--- src/rtl/lfsr15_check_if.sv ---
// Word stream and status bundle for the 15-bit LFSR pattern checker.
// Carries bit_count only when LFSR15_CHECK_BITCNT_EN is defined.
interface lfsr15_check_if #(
    parameter int DataBits  = 32,
    parameter int CountBits = 32
);
    localparam int EbW = $clog2(DataBits + 1);

    logic                 clear;
    logic                 data_valid;
    logic [DataBits-1:0]  data;
    logic                 locked;
    logic                 err_pulse;
    logic [EbW-1:0]       err_bits;
    logic [CountBits-1:0] err_count;
`ifdef LFSR15_CHECK_BITCNT_EN
    logic [47:0]          bit_count;
`endif

    modport master (
        output clear,
        output data_valid,
        output data,
        input  locked,
        input  err_pulse,
        input  err_bits,
`ifdef LFSR15_CHECK_BITCNT_EN
        input  bit_count,
`endif
        input  err_count
    );

    modport slave (
        input  clear,
        input  data_valid,
        input  data,
        output locked,
        output err_pulse,
        output err_bits,
`ifdef LFSR15_CHECK_BITCNT_EN
        output bit_count,
`endif
        output err_count
    );
endinterface

--- src/rtl/lfsr15_check.sv ---
// Self-synchronising checker for the x^15+x^14+1 LFSR pattern.
// Define LFSR15_CHECK_BITCNT_EN to add the 48-bit locked bit counter.
module lfsr15_check #(
    parameter int DataBits    = 32,
    parameter int CountBits   = 32,
    parameter int LockWords   = 4,
    parameter int UnlockWords = 4
) (
    input  logic           clk,
    input  logic           rst_n,
    lfsr15_check_if.slave  bus
);
    localparam int EbW = $clog2(DataBits + 1);
    localparam int XW  = DataBits + 15;
    localparam int GW  = $clog2(LockWords + 1);
    localparam int BW  = $clog2(UnlockWords + 1);
    localparam int SW  = ((CountBits > EbW) ? CountBits : EbW) + 1;

    typedef enum logic {
        SEARCH,
        LOCKED
    } state_t;

    // b[0..14] = s, b[i] = b[i-15] ^ b[i-14] up to DataBits+15 bits
    function automatic logic [XW-1:0] extend(input logic [14:0] s);
        logic [XW-1:0] b;
        b = '0;
        b[14:0] = s;
        for (int i = 15; i < XW; i++)
            b[i] = b[i-15] ^ b[i-14];
        return b;
    endfunction

    function automatic logic [14:0] next15(input logic [14:0] s);
        logic [29:0] b;
        b = '0;
        b[14:0] = s;
        for (int i = 15; i < 30; i++)
            b[i] = b[i-15] ^ b[i-14];
        return b[29:15];
    endfunction

    function automatic logic [EbW-1:0] popcount(
        input logic [DataBits-1:0] x
    );
        logic [EbW-1:0] c;
        c = '0;
        for (int i = 0; i < DataBits; i++)
            c = c + EbW'(x[i]);
        return c;
    endfunction

    state_t               state;
    logic [14:0]          lfsr;
    logic                 seeded;
    logic [GW-1:0]        good_cnt;
    logic [BW-1:0]        bad_cnt;
    logic                 err_pulse;
    logic [EbW-1:0]       err_bits;
    logic [CountBits-1:0] err_count;

    logic [XW-1:0]        ext;
    logic [DataBits-1:0]  expected;
    logic [14:0]          advance;
    logic [14:0]          reseed;
    logic [DataBits-1:0]  err;
    logic [EbW-1:0]       nerr;
    logic [GW-1:0]        good_next;
    logic [BW-1:0]        bad_next;
    logic [SW-1:0]        sum;
    logic [CountBits-1:0] count_sat;

    always_comb begin
        ext       = extend(lfsr);
        expected  = ext[DataBits-1:0];
        advance   = ext[XW-1:DataBits];
        reseed    = next15(bus.data[DataBits-1 -: 15]);
        err       = bus.data ^ expected;
        nerr      = popcount(err);
        good_next = '0;
        if (seeded && err == '0)
            good_next = good_cnt + 1'b1;
        bad_next = '0;
        if (err != '0)
            bad_next = bad_cnt + 1'b1;
        sum = SW'(err_count) + SW'(nerr);
        count_sat = sum[CountBits-1:0];
        if (sum[SW-1:CountBits] != '0)
            count_sat = '1;
    end

`ifdef LFSR15_CHECK_BITCNT_EN
    logic [47:0] bit_count;
    logic [48:0] bit_sum;

    always_comb begin
        bit_sum = {1'b0, bit_count} + 49'(DataBits);
    end

    always_ff @(posedge clk or negedge rst_n) begin
        if (!rst_n) begin
            bit_count <= '0;
        end else if (bus.clear) begin
            bit_count <= '0;
        end else if (bus.data_valid && state == LOCKED) begin
            bit_count <= bit_sum[48] ? '1 : bit_sum[47:0];
        end
    end

    assign bus.bit_count = bit_count;
`endif

    always_ff @(posedge clk or negedge rst_n) begin
        if (!rst_n) begin
            state     <= SEARCH;
            lfsr      <= '0;
            seeded    <= 1'b0;
            good_cnt  <= '0;
            bad_cnt   <= '0;
            err_pulse <= 1'b0;
            err_bits  <= '0;
            err_count <= '0;
        end else begin
            err_pulse <= 1'b0;
            if (bus.clear)
                err_count <= '0;
            if (bus.data_valid) begin
                err_bits <= nerr;
                unique case (state)
                    SEARCH: begin
                        lfsr   <= reseed;
                        seeded <= 1'b1;
                        if (good_next == GW'(LockWords)) begin
                            state    <= LOCKED;
                            good_cnt <= '0;
                            bad_cnt  <= '0;
                        end else begin
                            good_cnt <= good_next;
                        end
                    end
                    LOCKED: begin
                        // free-run on own prediction so bad data never reseeds
                        lfsr      <= advance;
                        err_pulse <= (err != '0);
                        if (!bus.clear)
                            err_count <= count_sat;
                        if (bad_next == BW'(UnlockWords)) begin
                            state    <= SEARCH;
                            bad_cnt  <= '0;
                            good_cnt <= '0;
                            seeded   <= 1'b0;
                        end else begin
                            bad_cnt <= bad_next;
                        end
                    end
                endcase
            end
        end
    end

    assign bus.locked    = (state == LOCKED);
    assign bus.err_pulse = err_pulse;
    assign bus.err_bits  = err_bits;
    assign bus.err_count = err_count;
endmodule

--- src/flat_wrapper.sv ---
// flat-port wrapper written by rule: the top's interface ports become plain ports
module lfsr15_check_flat 
#(
    parameter int DataBits    = 32,
    parameter int CountBits   = 32,
    parameter int LockWords   = 4,
    parameter int UnlockWords = 4
)
  (clk, rst_n, bus_clear, bus_data_valid, bus_data, bus_locked, bus_err_pulse, bus_err_bits, bus_err_count);
  lfsr15_check_if #(.DataBits(DataBits), .CountBits(CountBits)) bus_i ();
  input  logic clk;
  input  logic rst_n;
  input wire logic [$bits(bus_i.clear)-1:0] bus_clear;
  input wire logic [$bits(bus_i.data_valid)-1:0] bus_data_valid;
  input wire logic [$bits(bus_i.data)-1:0] bus_data;
  output wire logic [$bits(bus_i.locked)-1:0] bus_locked;
  output wire logic [$bits(bus_i.err_pulse)-1:0] bus_err_pulse;
  output wire logic [$bits(bus_i.err_bits)-1:0] bus_err_bits;
  output wire logic [$bits(bus_i.err_count)-1:0] bus_err_count;
  assign bus_i.clear = bus_clear;
  assign bus_i.data_valid = bus_data_valid;
  assign bus_i.data = bus_data;
  assign bus_locked = bus_i.locked;
  assign bus_err_pulse = bus_i.err_pulse;
  assign bus_err_bits = bus_i.err_bits;
  assign bus_err_count = bus_i.err_count;
  lfsr15_check #(.DataBits(DataBits), .CountBits(CountBits), .LockWords(LockWords), .UnlockWords(UnlockWords)) u_core (.clk(clk), .rst_n(rst_n), .bus(bus_i));
endmodule
--- config.mk ---
export PLATFORM = sky130hd
export DESIGN_NAME = lfsr15_check_flat
export DESIGN_NICKNAME = d
export VERILOG_FILES = /design/src/rtl/lfsr15_check_if.sv /design/src/rtl/lfsr15_check.sv /design/src/flat_wrapper.sv
export SDC_FILE = /design/constraint.sdc
export NUM_CORES = 1
export LEC_CHECK = 0
export CORE_MARGIN = 4
export CORE_UTILIZATION = 55
export CTS_CLUSTER_DIAMETER = 100
export DETAILED_ROUTE_END_ITERATION = 6
export HOLD_SLACK_MARGIN = 0.02
export MAX_ROUTING_LAYER = met4
export PLACE_DENSITY = 0.81
export SETUP_SLACK_MARGIN = 0.1
export SLEW_MARGIN = 30
export SYNTH_ARGS = -nofsm -noshare
export SYNTH_HDL_FRONTEND = slang
export SYNTH_SLANG_ARGS = --single-unit
export TNS_END_PERCENT = 30
--- constraint.sdc ---
create_clock -name clk -period 9.4 [get_ports clk]
set_clock_uncertainty 0.05 [all_clocks]
set_input_delay 2.82 -clock clk [delete_from_list [all_inputs] [get_ports clk]]
set_output_delay 2.82 -clock clk [all_outputs]
set_load 0.01 [all_outputs]
---- Word level (Yosys, flattened, before mapping) ----
Index checks and enable logic that the tools add are counted.
operators by class
  multiplexer cells ....................... 21
  bitwise logic cells ..................... 49
  add/subtract/negate cells ............... 34
  eq/ne operators ......................... 4
  reduce and logical (&&, ||, !) cells .... 5
operator list
  kind                                           number
  adder 6 x 1 -> 6 bit                           30
  two-way mux 32 bit                             5
  bitwise XOR 1 bit                              47
  adder 32 x 6 -> 33 bit                         1
  zero test 32 bit                               1
  nonzero test 32 bit                            1
  bitwise XOR 32 bit                             1
  one-hot mux 15 bit (2 select lines)            1
  two-way mux 3 bit                              6
  one-hot mux 3 bit (2 select lines)             2
  adder 3 x 1 -> 3 bit, second input constant    2
  equality test 3 bit, second input constant     2
  two-way mux 1 bit                              5
  one-hot mux 1 bit (2 select lines)             2
  AND reduction 2 bit                            2
  adder 1 x 1 -> 2 bit                           1
  != test 2 x 1 -> 1 bit, second input constant  1
  != test 2 bit, second input constant           1
  logical AND 1 bit                              1
  inverter 1 bit                                 1
word-level totals
  output and inout bits ................... 40
  logic and storage cells ................. 121
  register bits after elaboration ......... 62

---- Logic depth before layout (Yosys ltp) ----
Gate-level depths: netlist (run 1).
  depth after elaboration ................. 39
  mapped depth ............................ 27

---- Worst setup path before layout (run 1) ----
Ideal clock, no wire load.
  kind .................................... input port to flip-flop
  from .................................... input port bus_data[0]
  to ...................................... register u_core.err_count[13] (netlist: u_core.bus.err_count[13])
  setup slack ............................. -0.199 ns
  arrival ................................. 9.396 ns
  setup time .............................. 0.154 ns
  stages .................................. 23
  required time ........................... 9.196 ns
  path buffers ............................ 1
  path through ............................ xor2_1 -> ha_1 -> fa_1 -> fa_1 -> fa_1 -> fa_1 -> inv_1 -> fa_1 -> fa_1 -> fa_1 -> fa_1 -> inv_1 -> a21o_1 -> a21oi_1 -> xnor2_1 -> ha_1 -> a21oi_1 -> o21ai_0 -> a21oi_1 -> clkbuf_1 -> nor3_2 -> nor3_1 -> a221oi_1
between the ends
  word-level cells in the longest chain between the ends .. 37
ends and longest elaborated chain
  item                                 RTL line             source
  start: declaration                   flat_wrapper.sv:15   input wire logic [$bits(bus_i.data)-1:0] bus_data;
  bitwise XOR 32 bit                   lfsr15_check.sv:78   err = bus.data ^ expected;
  adder 1 x 1 -> 2 bit                 lfsr15_check.sv:49   c = c + EbW'(x[i]);
  adder 6 x 1 -> 6 bit (30 in series)  lfsr15_check.sv:49
  via u_core.nerr[4]                   lfsr15_check.sv:67   logic [EbW-1:0] nerr;
  adder 32 x 6 -> 33 bit               lfsr15_check.sv:86   sum = SW'(err_count) + SW'(nerr);
  two-way mux 32 bit                   lfsr15_check.sv:88   if (sum[SW-1:CountBits] != '0)
  two-way mux 32 bit                   lfsr15_check.sv:145  if (!bus.clear)
  two-way mux 32 bit                   lfsr15_check.sv:129  unique case (state)
  two-way mux 32 bit                   lfsr15_check.sv:127  if (bus.data_valid) begin
  end signal: assignment               lfsr15_check.sv:146  err_count <= count_sat;
  end: declaration                     lfsr15_check.sv:60   logic [CountBits-1:0] err_count;
The timed path passes the listed nets, and every way through them passes these cells.
A chain may end at the register's enable or synchronous reset.

---- Final worst setup path (run 1) ----
  from .................................... input port bus_data[0]
  to ...................................... register u_core.err_count[29] (netlist: u_core.bus.err_count[29])
Same word-level chain as after synthesis.

==> results.py, run 1 <==
metrics = {
    "grt": {
        "grt_max_degree": 63,
        "antenna_found_initial": 0,
        "grt_pass1_vias": 4791,
        "grt.overflow.total": 0,
        "grt_use_total_pct": 29.6,
        "grt_pass1_wl_um": 24900,
    },
    "synthesis": {
        "synth_mux_area_share_pct": 4.63,
        "synth_compound_area_share_pct": 11.9,
        "ys_ff_latch": 62,
        "synth_top_area_share_pct": 30.9,
        "synth_top_area_cell": "dfrtp_1",
        "yosysSeqAreaShare_pct": 30.9,
        "synth_cell_types": 55,
        "synth.most_common_cell": "dfrtp_1",
        "syn_inst": 524,
        "ys_warn_count": 0,
        "yosys.area_share.adder_pct": 14.2,
        "avgSynthCellArea_um2": 9.59,
        "ys.flop_type": "dfrtp_1",
        "synth_top_cells_by_count": "62 x dfrtp_1, 51 x inv_1, 49 x xnor2_1",
        "async_flop_share_pct": 100,
        "yosys.area_share.simple_pct": 15.4,
        "synth_edf_count": 0,
        "synth_xor_area_share_pct": 16.7,
        "netlist_area_um2": 5020,
        "synth_nets": 602,
        "synth_top_family_by_area": "XOR/XNOR gates",
        "yosys-top-cells-area": "dfrtp_1 31%, fa_1 10%, xnor2_1 8.5%, xnor3_1 4.5%, ha_1 4.2%",
    },
    "timing": {
        "tightestPinTransition_ps": 820,
        "worst_slack_ps": -39.5,
        "finalMaxSlewViolations": 0,
        "hold_viol": 0,
        "finalSetupViolations": 2,
        "min_period_ps": 9440,
        "fmax_ghz": 0.106,
        "relSlewSlack_pct": 45.3,
        "timing.final.crit_share_pct": 100,
        "rsz0062_at_grt": "yes",
    },
    "run": {
        "drv_cap": 0,
    },
    "critical_path": {
        "worstSetupStartpoint": "bus_data[0]",
        "crit_required_ps": 9590,
        "cp-start-kind": "input pin",
        "cp_max_fo": 7,
        "critical_path_buf_inv_count": 4,
        "max_stage_delay_ps": 610,
        "worst_path_most_repeated_cell": "fa_1",
        "cp_data_arrival_time_ps": 9620,
        "crit_type": "input pin to register",
        "path_cells": "clkbuf_2 -> xor2_1 -> ha_1 -> fa_1 -> fa_1 -> fa_2 -> fa_1 -> fa_1 -> inv_1 -> fa_1 -> inv_1 -> ha_1 -> nor2b_1 -> o21ai_1 -> nand2b_1 -> xor2_1 -> ha_1 -> nand2_1 -> o21ai_1 -> a21oi_1 -> buf_4 -> or3_4 -> and3_1 -> a311oi_1",
        "critPathTopFamily": "adder cells",
        "worstSetupEndpointType": "register",
        "r2r-start": "u_core.lfsr[3]$_DFFE_PN0P_",
        "slowest_stage": "fa_1",
    },
    "detailed_routing": {
        "wire_per_inst_um": 21.1,
        "vias": 4909,
        "antenna_left": 0,
        "via_per_inst": 6.16,
        "drc_errors": 0,
        "first_iter_violations": 374,
        "drtPass1Iterations": 5,
        "wl_um": 16800,
    },
    "clock_tree": {
        "htree_levels": 3,
        "cts.sinks": 62,
        "clk_pin_slew_ps": 80,
        "root_buffer": "clkbuf_8",
        "cts_buffer_depth": 2,
        "hold_buffers": 0,
        "clk_latency_ps": 350,
        "cts_buffers": 9,
        "cts_tree": "yes",
    },
    "finish": {
        "nNetsFinal": 762,
        "area_growth_pct": 39.5,
        "drive_gt1_share_pct": 29.2,
        "nFillCells": 528,
        "fin_util_pct": 79.6,
        "n_antenna_cell": 0,
    },
    "floorplan": {
        "start_util_pct": 57.1,
        "die_h_um": 104,
        "coreArea_um2": 8810,
        "die_area_um2": 10700,
        "io_pins": 76,
        "row_count": 34,
        "fp.dieW_um": 104,
    },
    "placed_design": {
        "hpwl_um": 10000,
        "gp_congestion": 0.914,
        "placement.io_buffers": 75,
    },
    "run_status": {
        "status": "finished, violations left",
        "violations": "negative setup slack",
    },
    "worst_hold_path": {
        "hold_start": "u_core.seeded$_DFFE_PN0P_",
        "hold_path.class": "register to register",
    },
}
## flip-flops by register name, indices dropped and copies added, names as in the netlist
signal	flops
u_core.seeded	1
u_core.lfsr	15
u_core.bus.err_count	32
u_core.good_cnt	3
u_core.bus.err_bits	6
u_core.bus.locked	1
u_core.bus.err_pulse	1
u_core.bad_cnt	3
## metrics by stage
| stage | instances | instance area, µm² | hold slack (ps) | setup WS [ps] | TNS (ps) |
|---|---|---|---|---|---|
| final | 797 | 7010 | 459 | -39.5 | -40.7 |
| after global routing | 797 | 7010 | 477 | -104 | -1040 |
| after CTS | 787 | 6770 | 462 | 138 | 0 |
| after global placement | 729 | 6210 | 439 | -726 | -20290 |
| after floorplan | 524 | 5050 | 416 | 77.1 | 0 |
| after detailed placement | 729 | 6210 | 437 | -838 | -22550 |
## metal layers
layer | track usage, % | wire length, µm
met1 | 38.3 | 6330
met2 | 46.3 | 8370
met3 | 5.91 | 1350
met4 | 11.5 | 733
met5 | - | 0
## cells by family after synthesis
kind of cell	after synthesis
simple gates	146
compound gates	89
buf+inv	84
xor+xnor	80
flops	62
fa+ha+maj	42
mux	21
## area by class of cell
type	instances	area, µm²	area share [%]
clock inverters	6	70.1	1.00
well taps	108	135	1.93
multi-input cells	378	3370	48.1
flip-flops and latches	62	1550	22.1
repair buffers	182	1550	22.1
inverters	51	191	2.73
clock buffers	10	138	1.96
## worst paths after layout
check,to,slack [ps],cells after the start
worst min register to register,u_core.seeded$_DFFE_PN0P_,460,1
worst max register to register,u_core.bus.err_count[29]$_DFF_PN0_,1810,25
worst min-delay path,u_core.seeded$_DFFE_PN0P_,460,1
max in group asynchronous,u_core.bus.err_bits[3]$_DFFE_PN0P_,6160,2
worst max-delay path,u_core.bus.err_count[29]$_DFF_PN0_,-40,24
min in group asynchronous,u_core.bus.err_count[21]$_DFF_PN0_,2580,2
## what timing repair did
action	CTS	global route
gates cloned	1	0
setup endpoints to repair	32	41
pin swaps	21	20
gates resized for setup	19	63
setup buffers	41	10
## layout by cell type, fill, tap and decap left out, types with 6 or more instances in the layout
cell,synthesis,layout
dfrtp_1,62,62
dlymetal6s2s_1,0,7
nand3_1,9,9
inv_2,0,6
ha_1,17,17
fa_1,25,22
clkbuf_8,0,10
and3_1,9,8
nand2_1,31,31
xnor3_1,10,8
a311oi_1,9,7
buf_4,1,103
clkdlybuf4s50_1,0,58
mux2_2,18,18
o21ai_0,25,22
xor2_1,21,19
xnor2_1,49,39
a21oi_1,14,11
nor3_1,23,21
clkbuf_2,0,6
xnor2_2,0,9
a31oi_1,8,8
inv_1,51,45
nor2_1,27,27
nand4_1,13,13
Power of run 1 is not shown: default switching activity piles up to over one toggle a cycle in this logic, so the estimate is an artifact.
==> run 2: changes to the inputs <==
--- a/config.mk
+++ b/config.mk
@@ -5,13 +5,13 @@
 export SDC_FILE = /design/constraint.sdc
 export NUM_CORES = 1
 export LEC_CHECK = 0
+export CAP_MARGIN = 40
 export CORE_MARGIN = 4
-export CORE_UTILIZATION = 55
+export CORE_UTILIZATION = 40
 export CTS_CLUSTER_DIAMETER = 100
 export DETAILED_ROUTE_END_ITERATION = 6
 export HOLD_SLACK_MARGIN = 0.02
 export MAX_ROUTING_LAYER = met4
-export PLACE_DENSITY = 0.81
 export SETUP_SLACK_MARGIN = 0.1
 export SLEW_MARGIN = 30
 export SYNTH_ARGS = -nofsm -noshare
==> results.py, run 2 (synthesis gave the netlist of run 1 again) <==
metrics = {
    "run_status": {
        "status": "complete, no violations",
    },
    "critical_path": {
        "crit_type": "input pin to register",
        "cp_data_arrival_time_ps": 9310,
        "cp-start-kind": "input pin",
        "cp_max_fo": 7,
        "crit_required_ps": 9580,
        "worstSetupEndpointType": "register",
    },
    "placed_design": {
        "gp_congestion": 0.944,
        "hpwl_um": 10400,
        "place_area_um2": 6320,
        "placement.io_buffers": 75,
    },
    "detailed_routing": {
        "drtPass1Iterations": 5,
        "wl_um": 14000,
        "first_iter_violations": 257,
        "antenna_left": 0,
        "via_per_inst": 5.23,
        "vias": 4307,
        "wire_per_inst_um": 17.0,
        "drc_errors": 0,
    },
    "grt": {
        "grt_use_total_pct": 20.1,
        "grt_max_degree": 37,
        "grt.overflow.total": 0,
        "grt_pass1_wl_um": 22300,
        "antenna_found_initial": 0,
        "grt_pass1_vias": 4309,
    },
    "clock_tree": {
        "root_buffer": "clkbuf_16",
        "cts_buffer_depth": 2,
        "clk_latency_ps": 340,
        "htree_levels": 3,
        "cts_tree": "yes",
        "clk_pin_slew_ps": 60,
        "cts.sinks": 62,
        "cts_buffers": 9,
    },
    "floorplan": {
        "start_util_pct": 41.3,
        "io_pins": 76,
        "die_area_um2": 14400,
        "coreArea_um2": 12200,
        "row_count": 40,
        "die_h_um": 120,
        "fp.dieW_um": 120,
    },
    "finish": {
        "final_common_cell": "buf_4",
        "reg.largest.list": "u_core.bus.err_count x32, u_core.lfsr x15, u_core.bus.err_bits x6",
        "largest_reg_flops": 32,
        "n_antenna_cell": 0,
        "largest-register": "u_core.bus.err_count",
        "final_cell_mix": "66 x buf_4, 62 x dfrtp_1, 57 x clkdlybuf4s50_1",
        "drive_gt1_share_pct": 25.5,
        "postLayoutCellArea_um2": 7080,
        "fin_util_pct": 58.2,
        "area_growth_pct": 40.9,
        "nNetsFinal": 729,
    },
    "timing": {
        "tightestPinTransition_ps": 771,
        "relSlewSlack_pct": 48.5,
        "hold_viol": 0,
        "fmax_ghz": 0.110,
        "finalMaxSlewViolations": 0,
        "timing.final.crit_share_pct": 97.1,
        "min_period_ps": 9130,
        "finalSetupViolations": 0,
        "rsz0062_at_grt": "yes",
    },
    "worst_hold_path": {
        "hold_path.class": "register to register",
    },
    "run": {
        "drv_cap": 0,
    },
}
-- run 2: cell count changes in the layout (fill, tap and decap cells not counted), moves of 3 or more --
cell,before,now
buf_4,103,66
clkbuf_16,0,9
clkbuf_8,10,1
clkbuf_2,6,2
dlymetal6s2s_1,7,11
buf_6,5,8
clkbuf_1,0,3
-- run 2: per-stage QoR --
stage	hold slack [ps]	instances	setup WS, ps	setup TNS [ps]
finish	459	824	271	0
global route	480	824	55.5	0
CTS	466	810	104	0
detailed placement	447	792	-881	-24300
global placement	440	790	-781	-21500
floorplan	416	524	77.1	0
-- run 2: layer usage --
metal  share of wire (%)  GRT usage, %  routed length, µm
met5                   0             -                  0
met4                 1.7          7.23                244
met3                 3.4          2.97                483
met2                  49          31.3               6860
met1                  46          26.9               6450
-- run 2: worst paths after layout --
check / start / end / slack, ps / depth (start not counted)
max reg2reg: u_core.lfsr[2]$_DFFE_PN0P_ / u_core.bus.err_count[27]$_DFF_PN0_ / 2090 / 25
min in group asynchronous: rst_n / u_core.bus.err_count[20]$_DFF_PN0_ / 2440 / 2
max in group asynchronous: rst_n / u_core.bus.locked$_DFFE_PN0P_ / 6330 / 3
min: u_core.bus.err_bits[0]$_DFFE_PN0P_ / u_core.bus.err_bits[0]$_DFFE_PN0P_ / 460 / 1
min reg2reg: u_core.bus.err_bits[0]$_DFFE_PN0P_ / u_core.bus.err_bits[0]$_DFFE_PN0P_ / 460 / 1
max: bus_data[22] / u_core.bus.err_count[27]$_DFF_PN0_ / 270 / 27
-- run 2: cell type report --
type | count | area, µm²
Tap cell | 168 | 210
Fill cell | 1045 | 5080
Timing Repair Buffer | 149 | 1360
Inverter | 51 | 191
Clock buffer | 13 | 250
Multi-Input combinational cell | 378 | 3440
Sequential cell | 62 | 1550
Clock inverter | 3 | 67.6
-- run 2: critical path, stage by stage --
cell and delay [ps]:
dlymetal6s2s_1 140, xnor3_1 230, inv_1 70, fa_1 550, inv_2 40, fa_1 490, fa_1 520, inv_2 50
fa_1 540, inv_2 40, fa_1 500, fa_1 520, fa_2 440, fa_2 380, inv_2 50, a21o_1 110
a21oi_2 60, xnor2_2 150, ha_4 310, nand2_4 60, buf_4 130, o211a_1 240, buf_4 180, nor2_1 100
buf_4 150, a31oi_1 110, a311oi_2 310
-- run 2: what timing repair did --
item                       4_1_cts  5_1_grt
hold buffers                     0        0
pin swaps                       18       40
setup endpoints to repair       32       31
cloned                           0        0
gates resized for setup         22       67
setup buffers                    2       14
Power of run 2 is left out for the same reason.
